<file path="src/rtl/wb_regfile_if.sv">
// Writeback/register-file bus.
// master: the MEM/WB stage and ID-stage readers. They drive the writeback
//         operands and the read addresses, and they receive read data,
//         the writeback value, the effective write enable and the counters.
// slave : wb_regfile.
interface wb_regfile_if #(
  parameter int XLEN = 32
);
  logic [XLEN-1:0] wb_dataALU;
  logic [XLEN-1:0] wb_datamem;
  logic            wb_memtoreg;
  logic            wb_RegWr;
  logic            wb_MemRd;
  logic [2:0]      wb_Load_sel;
  logic [4:0]      wb_rd;
  logic [4:0]      rs1_addr;
  logic [4:0]      rs2_addr;
  logic [XLEN-1:0] rs1_data;
  logic [XLEN-1:0] rs2_data;
  logic [XLEN-1:0] wb_wdata;
  logic            wb_we;
  logic [31:0]     commit_cnt;
  logic [31:0]     load_cnt;

  modport master (
    output wb_dataALU, wb_datamem, wb_memtoreg, wb_RegWr, wb_MemRd,
           wb_Load_sel, wb_rd, rs1_addr, rs2_addr,
    input  rs1_data, rs2_data, wb_wdata, wb_we, commit_cnt, load_cnt
  );

  modport slave (
    input  wb_dataALU, wb_datamem, wb_memtoreg, wb_RegWr, wb_MemRd,
           wb_Load_sel, wb_rd, rs1_addr, rs2_addr,
    output rs1_data, rs2_data, wb_wdata, wb_we, commit_cnt, load_cnt
  );
endinterface

</file>
<file path="src/rtl/wb_regfile.sv">
// Writeback stage and 32x32 integer register file.
// Ports:
//   clk - posedge clock for the register array and the counters.
//   rst - synchronous, active-high reset. It clears x1..x31 and both
//         counters, and it takes priority over a coincident write.
//   bus - wb_regfile_if.slave. It carries the MEM/WB operands, two ID read
//         ports with same-cycle bypass, the writeback value for forwarding,
//         the effective write enable and the commit/load counters.
module wb_regfile #(
  parameter int XLEN = 32,
  parameter int NREG = 32
) (
  input logic         clk,
  input logic         rst,
  wb_regfile_if.slave bus
);
  localparam int NRD = 2;

  logic [XLEN-1:0]           rf [NREG];
  logic [XLEN-1:0]           ld_data;
  logic [XLEN-1:0]           wdata;
  logic                      we;
  logic [31:0]               commit_q;
  logic [31:0]               load_q;
  logic [NRD-1:0][4:0]       raddr;
  logic [NRD-1:0][XLEN-1:0]  rdata;

  // Load extraction. off[0] is not used for halfwords, so a misaligned
  // halfword returns the containing aligned halfword.
  logic [1:0]  off;
  logic [7:0]  ld_byte;
  logic [15:0] ld_half;

  assign off = bus.wb_dataALU[1:0];

  always_comb begin
    ld_byte = bus.wb_datamem[7:0];
    case (off)
      2'd0: ld_byte = bus.wb_datamem[7:0];
      2'd1: ld_byte = bus.wb_datamem[15:8];
      2'd2: ld_byte = bus.wb_datamem[23:16];
      2'd3: ld_byte = bus.wb_datamem[31:24];
      default: ld_byte = bus.wb_datamem[7:0];
    endcase
    ld_half = off[1] ? bus.wb_datamem[31:16] : bus.wb_datamem[15:0];
  end

  // Undefined funct3 codes (011, 110, 111) fall back to a full-word load.
  always_comb begin
    ld_data = bus.wb_datamem;
    case (bus.wb_Load_sel)
      3'b000:  ld_data = {{24{ld_byte[7]}}, ld_byte};
      3'b001:  ld_data = {{16{ld_half[15]}}, ld_half};
      3'b100:  ld_data = {24'd0, ld_byte};
      3'b101:  ld_data = {16'd0, ld_half};
      default: ld_data = bus.wb_datamem;
    endcase
  end

  assign wdata        = bus.wb_memtoreg ? ld_data : bus.wb_dataALU;
  assign we           = bus.wb_RegWr && (bus.wb_rd != 5'd0);
  assign bus.wb_wdata = wdata;
  assign bus.wb_we    = we;

  // Register array. Entry 0 is only ever cleared, and reads of x0 are
  // forced to zero, so x0 stays hardwired.
  always_ff @(posedge clk) begin
    if (rst) begin
      for (int i = 0; i < NREG; i++) rf[i] <= '0;
    end else if (we) begin
      rf[bus.wb_rd] <= wdata;
    end
  end

  // Read ports. The write-through bypass lets ID see a value that is
  // committed on this same edge.
  assign raddr = {bus.rs2_addr, bus.rs1_addr};

  for (genvar p = 0; p < NRD; p++) begin : g_rd
    assign rdata[p] = (raddr[p] == 5'd0)                 ? '0    :
                      (we && (raddr[p] == bus.wb_rd))    ? wdata :
                                                           rf[raddr[p]];
  end

  assign bus.rs1_data = rdata[0];
  assign bus.rs2_data = rdata[1];

  // Counters wrap naturally at 2^32.
  always_ff @(posedge clk) begin
    if (rst) begin
      commit_q <= '0;
      load_q   <= '0;
    end else if (we) begin
      commit_q <= commit_q + 32'd1;
      if (bus.wb_MemRd && bus.wb_memtoreg) load_q <= load_q + 32'd1;
    end
  end

  assign bus.commit_cnt = commit_q;
  assign bus.load_cnt   = load_q;
endmodule

</file>
<file path="src/flat_wrapper.sv">
// flat-port wrapper written by rule: the top's interface ports become plain ports
module wb_regfile_flat 
#(
  parameter int XLEN = 32,
  parameter int NREG = 32
)
  (clk, rst, bus_wb_dataALU, bus_wb_datamem, bus_wb_memtoreg, bus_wb_RegWr, bus_wb_MemRd, bus_wb_Load_sel, bus_wb_rd, bus_rs1_addr, bus_rs2_addr, bus_rs1_data, bus_rs2_data, bus_wb_wdata, bus_wb_we, bus_commit_cnt, bus_load_cnt);
  wb_regfile_if #(.XLEN(XLEN)) bus_i ();
  input logic clk;
  input logic rst;
  input wire logic [$bits(bus_i.wb_dataALU)-1:0] bus_wb_dataALU;
  input wire logic [$bits(bus_i.wb_datamem)-1:0] bus_wb_datamem;
  input wire logic [$bits(bus_i.wb_memtoreg)-1:0] bus_wb_memtoreg;
  input wire logic [$bits(bus_i.wb_RegWr)-1:0] bus_wb_RegWr;
  input wire logic [$bits(bus_i.wb_MemRd)-1:0] bus_wb_MemRd;
  input wire logic [$bits(bus_i.wb_Load_sel)-1:0] bus_wb_Load_sel;
  input wire logic [$bits(bus_i.wb_rd)-1:0] bus_wb_rd;
  input wire logic [$bits(bus_i.rs1_addr)-1:0] bus_rs1_addr;
  input wire logic [$bits(bus_i.rs2_addr)-1:0] bus_rs2_addr;
  output wire logic [$bits(bus_i.rs1_data)-1:0] bus_rs1_data;
  output wire logic [$bits(bus_i.rs2_data)-1:0] bus_rs2_data;
  output wire logic [$bits(bus_i.wb_wdata)-1:0] bus_wb_wdata;
  output wire logic [$bits(bus_i.wb_we)-1:0] bus_wb_we;
  output wire logic [$bits(bus_i.commit_cnt)-1:0] bus_commit_cnt;
  output wire logic [$bits(bus_i.load_cnt)-1:0] bus_load_cnt;
  assign bus_i.wb_dataALU = bus_wb_dataALU;
  assign bus_i.wb_datamem = bus_wb_datamem;
  assign bus_i.wb_memtoreg = bus_wb_memtoreg;
  assign bus_i.wb_RegWr = bus_wb_RegWr;
  assign bus_i.wb_MemRd = bus_wb_MemRd;
  assign bus_i.wb_Load_sel = bus_wb_Load_sel;
  assign bus_i.wb_rd = bus_wb_rd;
  assign bus_i.rs1_addr = bus_rs1_addr;
  assign bus_i.rs2_addr = bus_rs2_addr;
  assign bus_rs1_data = bus_i.rs1_data;
  assign bus_rs2_data = bus_i.rs2_data;
  assign bus_wb_wdata = bus_i.wb_wdata;
  assign bus_wb_we = bus_i.wb_we;
  assign bus_commit_cnt = bus_i.commit_cnt;
  assign bus_load_cnt = bus_i.load_cnt;
  wb_regfile #(.XLEN(XLEN), .NREG(NREG)) u_core (.clk(clk), .rst(rst), .bus(bus_i));
endmodule
</file>
<file path="config.mk">
export PLATFORM = sky130hd
export DESIGN_NAME = wb_regfile_flat
export DESIGN_NICKNAME = d
export VERILOG_FILES = /design/src/rtl/wb_regfile_if.sv /design/src/rtl/wb_regfile.sv /design/src/flat_wrapper.sv
export SDC_FILE = /design/constraint.sdc
export NUM_CORES = 2
export LEC_CHECK = 0
export CAP_MARGIN = 15
export CORE_MARGIN = 2
export CORE_UTILIZATION = 60
export CTS_CLUSTER_DIAMETER = 30
export CTS_CLUSTER_SIZE = 24
export DETAILED_ROUTE_END_ITERATION = 8
export PLACE_DENSITY_LB_ADDON = 0.08
export SYNTH_ARGS = -nofsm -noshare
export SYNTH_HDL_FRONTEND = slang
export SYNTH_SLANG_ARGS = --single-unit
</file>
<file path="constraint.sdc">
create_clock -name clk -period 6.8 [get_ports clk]
set_input_delay 1.02 -clock clk [delete_from_list [all_inputs] [get_ports clk]]
set_output_delay 1.02 -clock clk [all_outputs]
set_load 0.01 [all_outputs]
</file>
## Word-level counts from Yosys, hierarchy flattened

Memories as Yosys holds them, arrays and structs flattened.
Cells that the tools add are included.

| word-level totals | value |
|---|---|
| flip-flop bits (word level) | 64 |
| bits in writable memories | 1024 |
| input port bits | 87 |
| output and inout bits | 161 |
| logic and storage cells | 40 |
| memories kept | 1 |

| cells by class | value |
|---|---|
| add/sub/neg operators | 2 |
| eq/ne operators | 8 |
| muxes and demuxes | 16 |
| reduce and logical (&&, ||, !) cells | 11 |

Memory list:

| memory | words | width | rd ports | clocked after memory_dff | write ports | line | text |
|---|---|---|---|---|---|---|---|
| u_core.rf | 32 | 32 | 2 | 0 | 32 | wb_regfile.sv:19 | `logic [XLEN-1:0] rf [NREG];` |

Operators with widths:

| kind | number |
|---|---|
| 32-bit 2-to-1 mux | 6 |
| 32-bit one-hot mux with 4 select lines | 1 |
| 32-bit by 1-bit adder with 32-bit output, second input constant | 2 |
| 8-bit one-hot mux with 4 select lines | 1 |
| 32-bit OR reduction | 1 |
| 16-bit 2-to-1 mux | 1 |
| 5-bit equality test | 2 |
| 5-bit zero test | 2 |
| 3-bit equality test, second input constant | 2 |
| 1-bit 2-to-1 mux | 6 |
| 5-bit 2-to-1 mux | 1 |
| 5-bit nonzero test | 1 |
| 2-bit equality test, second input constant | 2 |
| 1-bit logical AND | 4 |
| 3-bit by 1-bit equality test with 1-bit output, second input constant | 1 |
| 3-bit zero test | 1 |
| 2-bit by 1-bit equality test with 1-bit output, second input constant | 1 |
| 2-bit zero test | 1 |
| 2-bit AND reduction | 1 |

## Logic depth before layout (Yosys ltp)

| depth | value |
|---|---|
| depth after elaboration | 7 |
| mapped depth | 10 |
| mapped depth without buffers | 6 |

## Worst setup path after synthesis

No wires, ideal clock.

| path | value |
|---|---|
| path type | input-to-output |
| from | input bus_wb_rd[3] |
| to | output bus_rs2_data[23] |
| arrival | 2.865 ns |
| data required time | 5.780 ns |
| path slack | 2.915 ns |
| stages on the path | 8 |
| path buffers | 4 |
| cell sequence | or3_1 -> o21a_1 -> buf_2 -> and4_1 -> buf_2 -> buf_2 -> clkbuf_1 -> a211oi_1 |

| on the way | value |
|---|---|
| word-level cells in the longest chain between the ends | 5 |
| elaborated cells between the ends (all ways) | 6 |
| classes of those cells | 1 x eq/ne; 2 x mux; 3 x reduce/logical |

RTL lines:

| what | line | text |
|---|---|---|
| from (decl) | flat_wrapper.sv:17 | `input wire logic [$bits(bus_i.wb_rd)-1:0] bus_wb_rd;` |
| 5-bit nonzero test | wb_regfile.sv:61 | `assign we = bus.wb_RegWr && (bus.wb_rd != 5'd0);` |
| 1-bit logical AND | wb_regfile.sv:61 |  |
| named net bus_wb_we | flat_wrapper.sv:23 | `output wire logic [$bits(bus_i.wb_we)-1:0] bus_wb_we;` |
| 1-bit logical AND | wb_regfile.sv:81 | `(we && (raddr[p] == bus.wb_rd)) ? wdata :` |
| 32-bit 2-to-1 mux | wb_regfile.sv:81 |  |
| 32-bit 2-to-1 mux | wb_regfile.sv:80 | `assign rdata[p] = (raddr[p] == 5'd0) ? '0 :` |
| to (decl) | flat_wrapper.sv:21 | `output wire logic [$bits(bus_i.rs2_data)-1:0] bus_rs2_data;` |

The timed path passes the listed nets, and every way through them passes these cells.

## Worst setup path in the final report

| path | value |
|---|---|
| from | input bus_wb_rd[2] |
| to | output bus_rs2_data[30] |

| on the way | value |
|---|---|
| word-level cells in the longest chain between the ends | 5 |
| elaborated cells between the ends (all ways) | 6 |
| classes of those cells | 1 x eq/ne; 2 x mux; 3 x reduce/logical |

RTL lines:

| what | line |
|---|---|
| 5-bit nonzero test | wb_regfile.sv:61 |
| 1-bit logical AND | wb_regfile.sv:61 |
| 1-bit logical AND * | wb_regfile.sv:81 |
| 32-bit 2-to-1 mux * | wb_regfile.sv:81 |
| 32-bit 2-to-1 mux * | wb_regfile.sv:80 |

Mark *: on every way between the ends. The rest lies on a longest branch, timed or not.

==> results list <==
- Global route overflow: 0
- EDFF count, synth: 1024
* Port Buffers: 247
* Remaining antenna violation count after routing: 0
- Fraction of power spent switching nets: 24.8%
- The netlist uses 71 different library cells.
- WP data arrival: 5080 ps
- Class of the most critical setup path: in2out
- Across the run, the number of max-cap violations was 0.
- The cell area that synthesis handed to floorplanning was 56500 µm².
- Wires add up to 197 mm.
* Unrepaired setup endpoints after global routing: false
- Kind of start point of the critical path: input pin
* Avg Inst Size Synth: 13.4 µm²
- Clock period minus worst slack: 6100 ps
- Status: finished clean
- In this run the number of H-tree levels came out at 4.
- Leaving out fill and tap cells, the most frequent cell in the layout is nor2_1.
* Area of the die: 96600 µm²
- Via Count: 41900
* Hold crit path type: reg2reg
- TritonCTS clock tree: done
- Largest fanout of any net on the critical path: 37
- Clock tree buffer depth: 3
- Detailed Route Iter0 Violations: 7097
- Post-CTS timing repair inserted 0 buffers for setup.
- Most frequent cells in the layout: nor2_1 (1072), edfxtp_1 (1024), mux4_2 (493)
- Final setup vio count: 0
- Internal power comes to 16.0 mW.
* Most instantiated flip-flop cell in the synthesis netlist: edfxtp_1
- Standard-cell row count: 112
* Sequential fraction of design power: 36.9%
- Largest vdd supply drop: 0.000276 V
- Detailed-router iteration count before antenna repair: 8
* Combinational Power Share: 11.2%
- Global router's overall resource usage: 40.9%
- Share of the yosys chip area belonging to registers: 56.7%
- Cells with a size suffix above 1 make up 25.3% of the layout.
* LEAKAGE: 23.9 nW
- Clock slew at reported path FFs: 50 ps
- Final sum of negative setup slack: 0 ps
- The final number of hold-violating endpoints came to 0.
* Req. time, crit path: 5780 ps
- In this run the horizontal extent of the chip is 311 µm.
- Endpoint type of the worst setup path: output pin
- Net switching power: 5.29 mW
* Final RePlAce weighted congestion: 0.929
* Peak Freq: 0.164 GHz
* Slew at the pin closest to its max-slew limit: 1180 ps
- Number of antenna violations at the first check in global routing: 6
- Dividing the final minimum period by the clock period gives 89.7%.
- After synthesis, the share of flip-flops with an asynchronous set or reset is 0%.
* Number of buffers created by CTS: 218
* Number of register bits inferred by synthesis: 1088
* Largest net degree at the start of global routing: 73
- Post-layout power: 21.3 mW
* Number of nets at the end of the flow: 4521
- In this run the tightest slew margin relative to its limit is 21.6%.
- The die is 311 µm tall.
- Summed over all nets, the half-perimeter wirelength after detailed placement is 118 mm.
* Global-route wire length before repair: 284 mm
- For this run, design rule violations remaining after detail routing come to 0.
- For the worst-skew pair, the clock arrives at the later sink with an insertion delay of 790 ps.
* Gate count of the mapped netlist: 4202
- Clock root buffer: clkbuf_16
- Worst clock skew: 9.16 ps
- Number of clock sinks seen by CTS: 1088
* Initial cell density of the core: 60.5%
* DR vias/cell: 7.13
* Cts hold-fix bufs: 0
- Power spread over the standard cell area amounts to 313 nW/µm².
- I/O Pins: 248
- The clock network accounts for 51.8% of the total power.
- The max-slew violation count was 0.
* Post-CTS resize count: 0
* CORE AREA: 93300 µm²
- Vias in the first global route: 41800
- From synthesis to final layout, the design area changed by 20.8%.
* Total number of yosys warnings: 0
- Average routed wire per standard cell: 33.5 µm
[layer usage]
layer	global-route usage [%]	vias up	routed length [µm]
met1	52.9	20800	64900
met4	20.5	6	11000
met2	60.4	3821	88200
li1	-	16600	-
met5	0	-	56
met3	16.6	733	32900
[worst paths after layout]
check | from | to | slack [ps] | depth (start not counted)
worst max-delay path | bus_wb_rd[2] | bus_rs2_data[30] | 700 | 7
worst min-delay path | u_core.bus.load_cnt[31]$_SDFFE_PP0P_ | u_core.bus.load_cnt[31]$_SDFFE_PP0P_ | 500 | 2
worst min register to register | u_core.bus.load_cnt[31]$_SDFFE_PP0P_ | u_core.bus.load_cnt[31]$_SDFFE_PP0P_ | 500 | 2
worst max register to register | u_core.bus.commit_cnt[4]$_SDFFE_PP0P_ | u_core.bus.commit_cnt[30]$_SDFFE_PP0P_ | 4090 | 5
[power groups by stage]
| stage | clock network (mW) | logic [mW] | registers (mW) |
|---|---|---|---|
| 4_1_cts | 11.0 | 2.32 | 7.87 |
| 3_3_place_gp | 0 | 2.29 | 7.95 |
| 5_1_grt | 11.4 | 2.46 | 7.90 |
| 3_5_place_dp | 0 | 2.31 | 7.98 |
| 2_1_floorplan | 0 | 1.38 | 7.91 |
| 6_report | 11.0 | 2.40 | 7.88 |
[worst max-delay path: stages]
cell	delay [ps]
clkdlybuf4s50_1	710
or3_1	270
o21a_1	390
and4_2	1000
nor4_1	170
a211oi_1	780
clkdlybuf4s50_1	690
[cells in the mapped netlist (26+ instances only)]
master / n / area share [%]
nand3_1: 26 / 0.23
a211oi_1: 59 / 0.78
nor3_1: 101 / 0.90
or3_1: 27 / 0.30
buf_2: 147 / 1.3
a22oi_1: 37 / 0.49
a21oi_1: 45 / 0.40
nand2b_1: 48 / 0.53
mux4_2: 493 / 20
xnor2_1: 33 / 0.51
o21ai_0: 37 / 0.33
o22ai_1: 104 / 1.2
nand2_1: 140 / 0.93
inv_1: 60 / 0.40
nor2_1: 1072 / 7.1
mux2i_1: 94 / 1.7
mux2_2: 40 / 0.80
dfxtp_1: 64 / 2.3
edfxtp_1: 1024 / 54
clkbuf_1: 269 / 1.8
[sequential cells by signal, summed over array words and instances, names as in the netlist]
register	flops
u_core.rf	1024
u_core.bus.commit_cnt	32
u_core.bus.load_cnt	32
[logic make-up after synthesis]
| family | count (synthesis) | share of synthesized area (%) |
|---|---|---|
| adder cells (fa/ha/maj) | 2 | 0.0443 |
| multiplexers | 627 | 22.1 |
| AO/OA/AOI/OAI | 413 | 5.27 |
| AND/OR/NAND/NOR | 1531 | 11.5 |
| XOR/XNOR | 43 | 0.667 |
| other | 1 | 0.00664 |
| buffers and inverters | 497 | 3.66 |
| flip-flops | 1088 | 56.7 |
[final cells by class]
class | count | area [µm²]
multi-input combinational | 2648 | 22900
fill | 6022 | 25100
sequential | 1088 | 32000
clock inverter | 169 | 2000
clock buffer | 241 | 5650
inverter | 62 | 233
tap | 1254 | 1570
antenna | 3 | 7.51
timing repair buffer | 414 | 3820
[per-stage QoR]
stage	hold WS, ps	worst slack [ps]	std cells	instance area [µm²]	utilization (%)
after floorplan	496	2910	4233	56600	-
after global placement	471	978	5465	60500	64.8
after detailed placement	479	914	5465	60500	64.8
after CTS	492	894	5875	68200	73.0
after global routing	539	567	5877	68200	73.1
final	497	702	5879	68200	73.1
No activity file was read; power rests on OpenSTA's default activity.
